### config.mk
export PLATFORM = sky130hd
export DESIGN_NAME = mem_access_ctrl
export DESIGN_NICKNAME = d
export VERILOG_FILES = /design/src/rtl/mem_pkg.sv /design/src/rtl/mem_access_ctrl.sv
export SDC_FILE = /design/constraint.sdc
export NUM_CORES = 1
export LEC_CHECK = 0
export BUFFER_PORTS_ARGS = -buffer_cell sky130_fd_sc_hd__buf_2
export CORE_MARGIN = 2
export CORE_UTILIZATION = 43
export DETAILED_ROUTE_END_ITERATION = 10
export GPL_ROUTABILITY_DRIVEN = 0
export PLACE_DENSITY = 0.77
export RECOVER_POWER = 50
export SLEW_MARGIN = 20
export SYNTH_ARGS = -nofsm -noshare
export SYNTH_HDL_FRONTEND = slang
export SYNTH_SLANG_ARGS = --single-unit
### constraint.sdc
create_clock -name clk -period 1.8 [get_ports clk]
set_input_delay 0.36 -clock clk [delete_from_list [all_inputs] [get_ports clk]]
set_output_delay 0.36 -clock clk [all_outputs]
set_load 0.01 [all_outputs]
### src/rtl/mem_pkg.sv
// mem_pkg: shared FSM states and default geometry for the memory access controller, data_ram and datapath
package mem_pkg;
  typedef enum logic [1:0] {IDLE, ACCESS, WAIT, RESP} state_t;
  localparam int ADDR_W_DEF = 12;
  localparam int DATA_W_DEF = 16;
  localparam int RD_LAT_MAX = 4;
endpackage

### src/rtl/mem_access_ctrl.sv
// mem_access_ctrl: single-outstanding load/store sequencer in front of a fixed-latency data RAM
// Optional MEM_ADDR_CHECK_EN faults requests at or above MEM_DEPTH without touching the RAM.
module mem_access_ctrl
  import mem_pkg::*;
#(
  parameter int ADDR_W    = ADDR_W_DEF,
  parameter int DATA_W    = DATA_W_DEF,
  parameter int RD_LAT    = 1,
  parameter int MEM_DEPTH = 4096
) (
  input  logic              clk,
  input  logic              rst,
  input  logic              req_valid,
  output logic              req_ready,
  input  logic              req_write,
  input  logic [ADDR_W-1:0] req_addr,
  input  logic [DATA_W-1:0] req_wdata,
  output logic              resp_valid,
  input  logic              resp_ready,
  output logic [DATA_W-1:0] resp_rdata,
  output logic              resp_fault,
  output logic [ADDR_W-1:0] mem_address,
  output logic [DATA_W-1:0] mem_write_data,
  output logic              mem_read_not_write,
  output logic              mem_cs,
  input  logic [DATA_W-1:0] mem_read_data
);
`ifdef MEM_ADDR_CHECK_EN
  localparam bit CHECK = 1'b1;
`else
  localparam bit CHECK = 1'b0;
`endif
  state_t state, nxt;
  logic wr, fault, bad;
  logic [1:0] cnt;
  assign bad = CHECK && (32'(req_addr) >= 32'(MEM_DEPTH));
  always_comb begin
    nxt = state;
    case (state)
      IDLE:    nxt = req_valid ? (bad ? RESP : ACCESS) : IDLE;
      ACCESS:  nxt = wr ? RESP : WAIT;
      WAIT:    nxt = (cnt == 2'd0) ? RESP : WAIT;
      default: nxt = resp_ready ? IDLE : RESP;
    endcase
  end
  always_ff @(posedge clk or posedge rst) begin
    if (rst) begin
      state          <= IDLE;
      wr             <= 1'b0;
      fault          <= 1'b0;
      cnt            <= 2'd0;
      mem_address    <= '0;
      mem_write_data <= '0;
      resp_rdata     <= '0;
    end else begin
      state <= nxt;
      if (state == IDLE && req_valid) begin
        wr             <= req_write;
        fault          <= bad;
        mem_address    <= req_addr;
        mem_write_data <= req_wdata;
      end
      if (state == ACCESS) cnt <= 2'(RD_LAT - 1);
      else if (state == WAIT && cnt != 2'd0) cnt <= cnt - 2'd1;
      if (state == WAIT && cnt == 2'd0) resp_rdata <= mem_read_data;
    end
  end
  assign req_ready          = state == IDLE;
  assign resp_valid         = state == RESP;
  assign resp_fault         = fault;
  assign mem_cs             = state == ACCESS;
  assign mem_read_not_write = !(mem_cs && wr);
endmodule

==> metrics <==
detailed placer's ending HPWL 2.70 mm; Highest Signal Layer met4; P_leak approximately 0.0012 uW; Final Hold Slack 0.194 ns; min-delay worst type input port to async pin; Worst R2R Setup Slack roughly 0.32 ns; worst vdd ir around 0.00091 V; post_cts resized 0; antenna-violating nets left 0; Die Span X between 70 and 80 um; fin. max-slew vios 0; crit-path max cell delay about 0.4 ns; Worst EP required 1.44 ns; layout cells sized above 1 0.576; CTS Hold Bufs 0; wl on met1 around 1.4 mm; number of global-route vias before repair 1,319; CP startpoint kind flop; Placeable Area ~0.0044 mm^2; MaxCap Viol Count 0; area of the multi-input gates around 650 um^2; sequential area share after synthesis 0.634; r2r startpoint state[0]$_DFF_PP0_; Area Growth Syn to Fin 30.6%; antenna violations before repair 0; Setup crit start state[1]$_DFF_PP0_; final net count 277; fill count approximately 370; Total Neg Setup Slack 0 ns; Netlist cell types 18; CTS tree done; Detail Route met3 WL 269 um; wire per inst ~13 um; total gr overflow 0; Total GRT Usage 0.146; Setup-failing EPs final 0; WL met2 1.86 mm; Slew HR 0.488; reg2reg end resp_rdata[14]$_DFFE_PP0P_; Worst-path clk slew around 0.08 ns; RSZ-0062 raised after global routing false; P per Cell Area ~1700 mW/mm^2; FP Rows 24; Initial Utilization 0.444; DRC 0; Layout Skew a little under 0.006 ns; crit path time final 1.57 ns; Post-CTS Repair Setup Buffers 0; n_diodes 0; PortBufs 96; Reg area around 0.0012 mm^2; first-pass GRT wire length a little under 6 mm; Synth Area per Inst 15.7 um^2; H-tree depth 2; IO Pins between 90 and 100; critical path type flop to output pin; CP cell instances inv_1 > ha_1 > nand2_1 > buf_2; Fin. Hold Viols 0; crit path max-delay cell type dfrtp_1; post-synth design cell area 0.00193 mm^2; achievable frequency between 0.6 and 0.7 GHz; fin crit share 0.871; DRT Pass-1 Iters 2; routed vias/inst roughly 4.7; worst-path maximum fanout 5; FF-to-FF path depth 4; largest net degree at the start of global routing 31; Die Height about 70 um; CTS buffer count 5; clk buf depth 2; total clock sinks slightly below 50; root buf cell clkbuf_8; Worst-Margin Slew between 0.7 and 0.8 ns; Critical Path Sink mem_read_not_write; synthesized net count around 180; status finished clean; WP data arrival 1.21 ns; Setup crit end kind output pin; Die Area between 0.005 and 0.006 mm^2; DRT iter0 DRCs 28; #FFs+latches synth 49; Cells after Synth approximately 120; Via Count 1,292; clk_lat worst skew between 0.2 and 0.3 ns; synth warn 0; final wirelength 3.56 mm
## worst min path at each step
stage                           from                    endpoint  slack, ns  depth (start not counted)
after detailed placement         rst   resp_rdata[3]$_DFFE_PP0P_       0.40                          2
after CTS                        rst  resp_rdata[10]$_DFFE_PP0P_       0.08                          2
after global routing      resp_ready          state[0]$_DFF_PP0_       0.24                          2
after global placement           rst   resp_rdata[1]$_DFFE_PP0P_       0.39                          2
final                            rst   resp_rdata[7]$_DFFE_PP0P_       0.19                          2
after floorplan           resp_ready          state[0]$_DFF_PP0_       0.44                          1
## synthesized netlist by cell type
| cell | count | area [um^2] |
|---|---|---|
| a21oi_1 | 1 | 5.00 |
| a32oi_1 | 1 | 8.76 |
| and2b_1 | 1 | 7.51 |
| buf_2 | 3 | 15.0 |
| buf_4 | 1 | 7.51 |
| buf_6 | 1 | 11.3 |
| conb_1 | 1 | 3.75 |
| dfrtp_1 | 49 | 1230 |
| ha_1 | 5 | 62.6 |
| inv_1 | 6 | 22.5 |
| mux2_2 | 45 | 507 |
| mux2i_1 | 1 | 10.0 |
| nand2_1 | 2 | 7.51 |
| nand2_2 | 1 | 6.26 |
| nor2_1 | 2 | 7.51 |
| nor2b_1 | 1 | 6.26 |
| o21ba_2 | 1 | 10.0 |
| xnor2_1 | 1 | 8.76 |
## cell usage in the layout (no fill, tap or decap)
master	count
dfrtp_1	49
xnor2_1	1
clkinv_2	2
mux2i_1	1
a32oi_1	1
conb_1	1
nand2_2	1
o21ba_2	1
nor2_1	2
ha_1	5
clkbuf_1	24
inv_1	6
mux2_2	45
a21oi_1	1
and2b_1	1
clkbuf_2	1
buf_12	1
clkbuf_8	5
nor2b_1	1
buf_2	73
nand2_1	2
## per-layer routing
| metal | up-vias | global-route usage |
|---|---|---|
| met5 | - | 0 |
| met4 | 0 | 0.0314 |
| met3 | 4 | 0.0499 |
| met2 | 50 | 0.264 |
| met1 | 623 | 0.168 |
| li1 | 615 | - |
## layout make-up
type / instances / area share
clock buffer: 6 / 0.0288
clock inverter: 2 / 0.00397
inverter: 6 / 0.00892
multi-input combinational: 63 / 0.258
sequential: 49 / 0.486
tap: 52 / 0.0258
timing repair buffer: 98 / 0.189
## critical path: cells and delay by family, from the launching register on
| kind | cells | cell delay [ns] |
|---|---|---|
| buf+inv | 2 | 0.22 |
| fa+ha+maj | 1 | 0.23 |
| flops | 1 | 0.41 |
| simple gates | 1 | 0.06 |
## cells by family (layout without fill, tap and decap cells)
kind of cell | count (synthesis) | count (layout) | share of synthesized area
multiplexers | 46 | 46 | 0.267
AND/OR/NAND/NOR | 7 | 7 | 0.0181
other | 1 | 1 | 0.00194
adder cells (fa/ha/maj) | 5 | 5 | 0.0324
flip-flops | 49 | 49 | 0.634
AO/OA/AOI/OAI | 3 | 3 | 0.0123
buffers and inverters | 11 | 112 | 0.0291
XOR/XNOR | 1 | 1 | 0.00453
## where the power goes
| group | total [uW] | internal, uW | leakage (uW) | switching (uW) |
|---|---|---|---|---|
| Clock | 602 | 270 | 0.0000450 | 333 |
| Combinational | 1840 | 964 | 0.000616 | 876 |
| Sequential | 1910 | 1650 | 0.000581 | 255 |
## per-stage QoR
stage | setup WS, ns | total power, uW | util | cell area, um^2 | instances
finish | 0.232 | 4350 | 0.580 | 2520 | 276
global route | 0.106 | 4690 | 0.580 | 2520 | 276
CTS | 0.197 | 4500 | 0.590 | 2570 | 276
detailed placement | 0.302 | 3890 | 0.571 | 2480 | 268
global placement | 0.348 | 3820 | 0.571 | 2480 | 268
floorplan | 0.267 | 3120 | - | 1930 | 123
## registers in the layout, indices dropped and copies added (netlist names)
name            flops
cnt                 2
mem_address        12
mem_write_data     16
resp_rdata         16
state               2
wr                  1
Note: power is estimated with default switching activity, not from simulation.
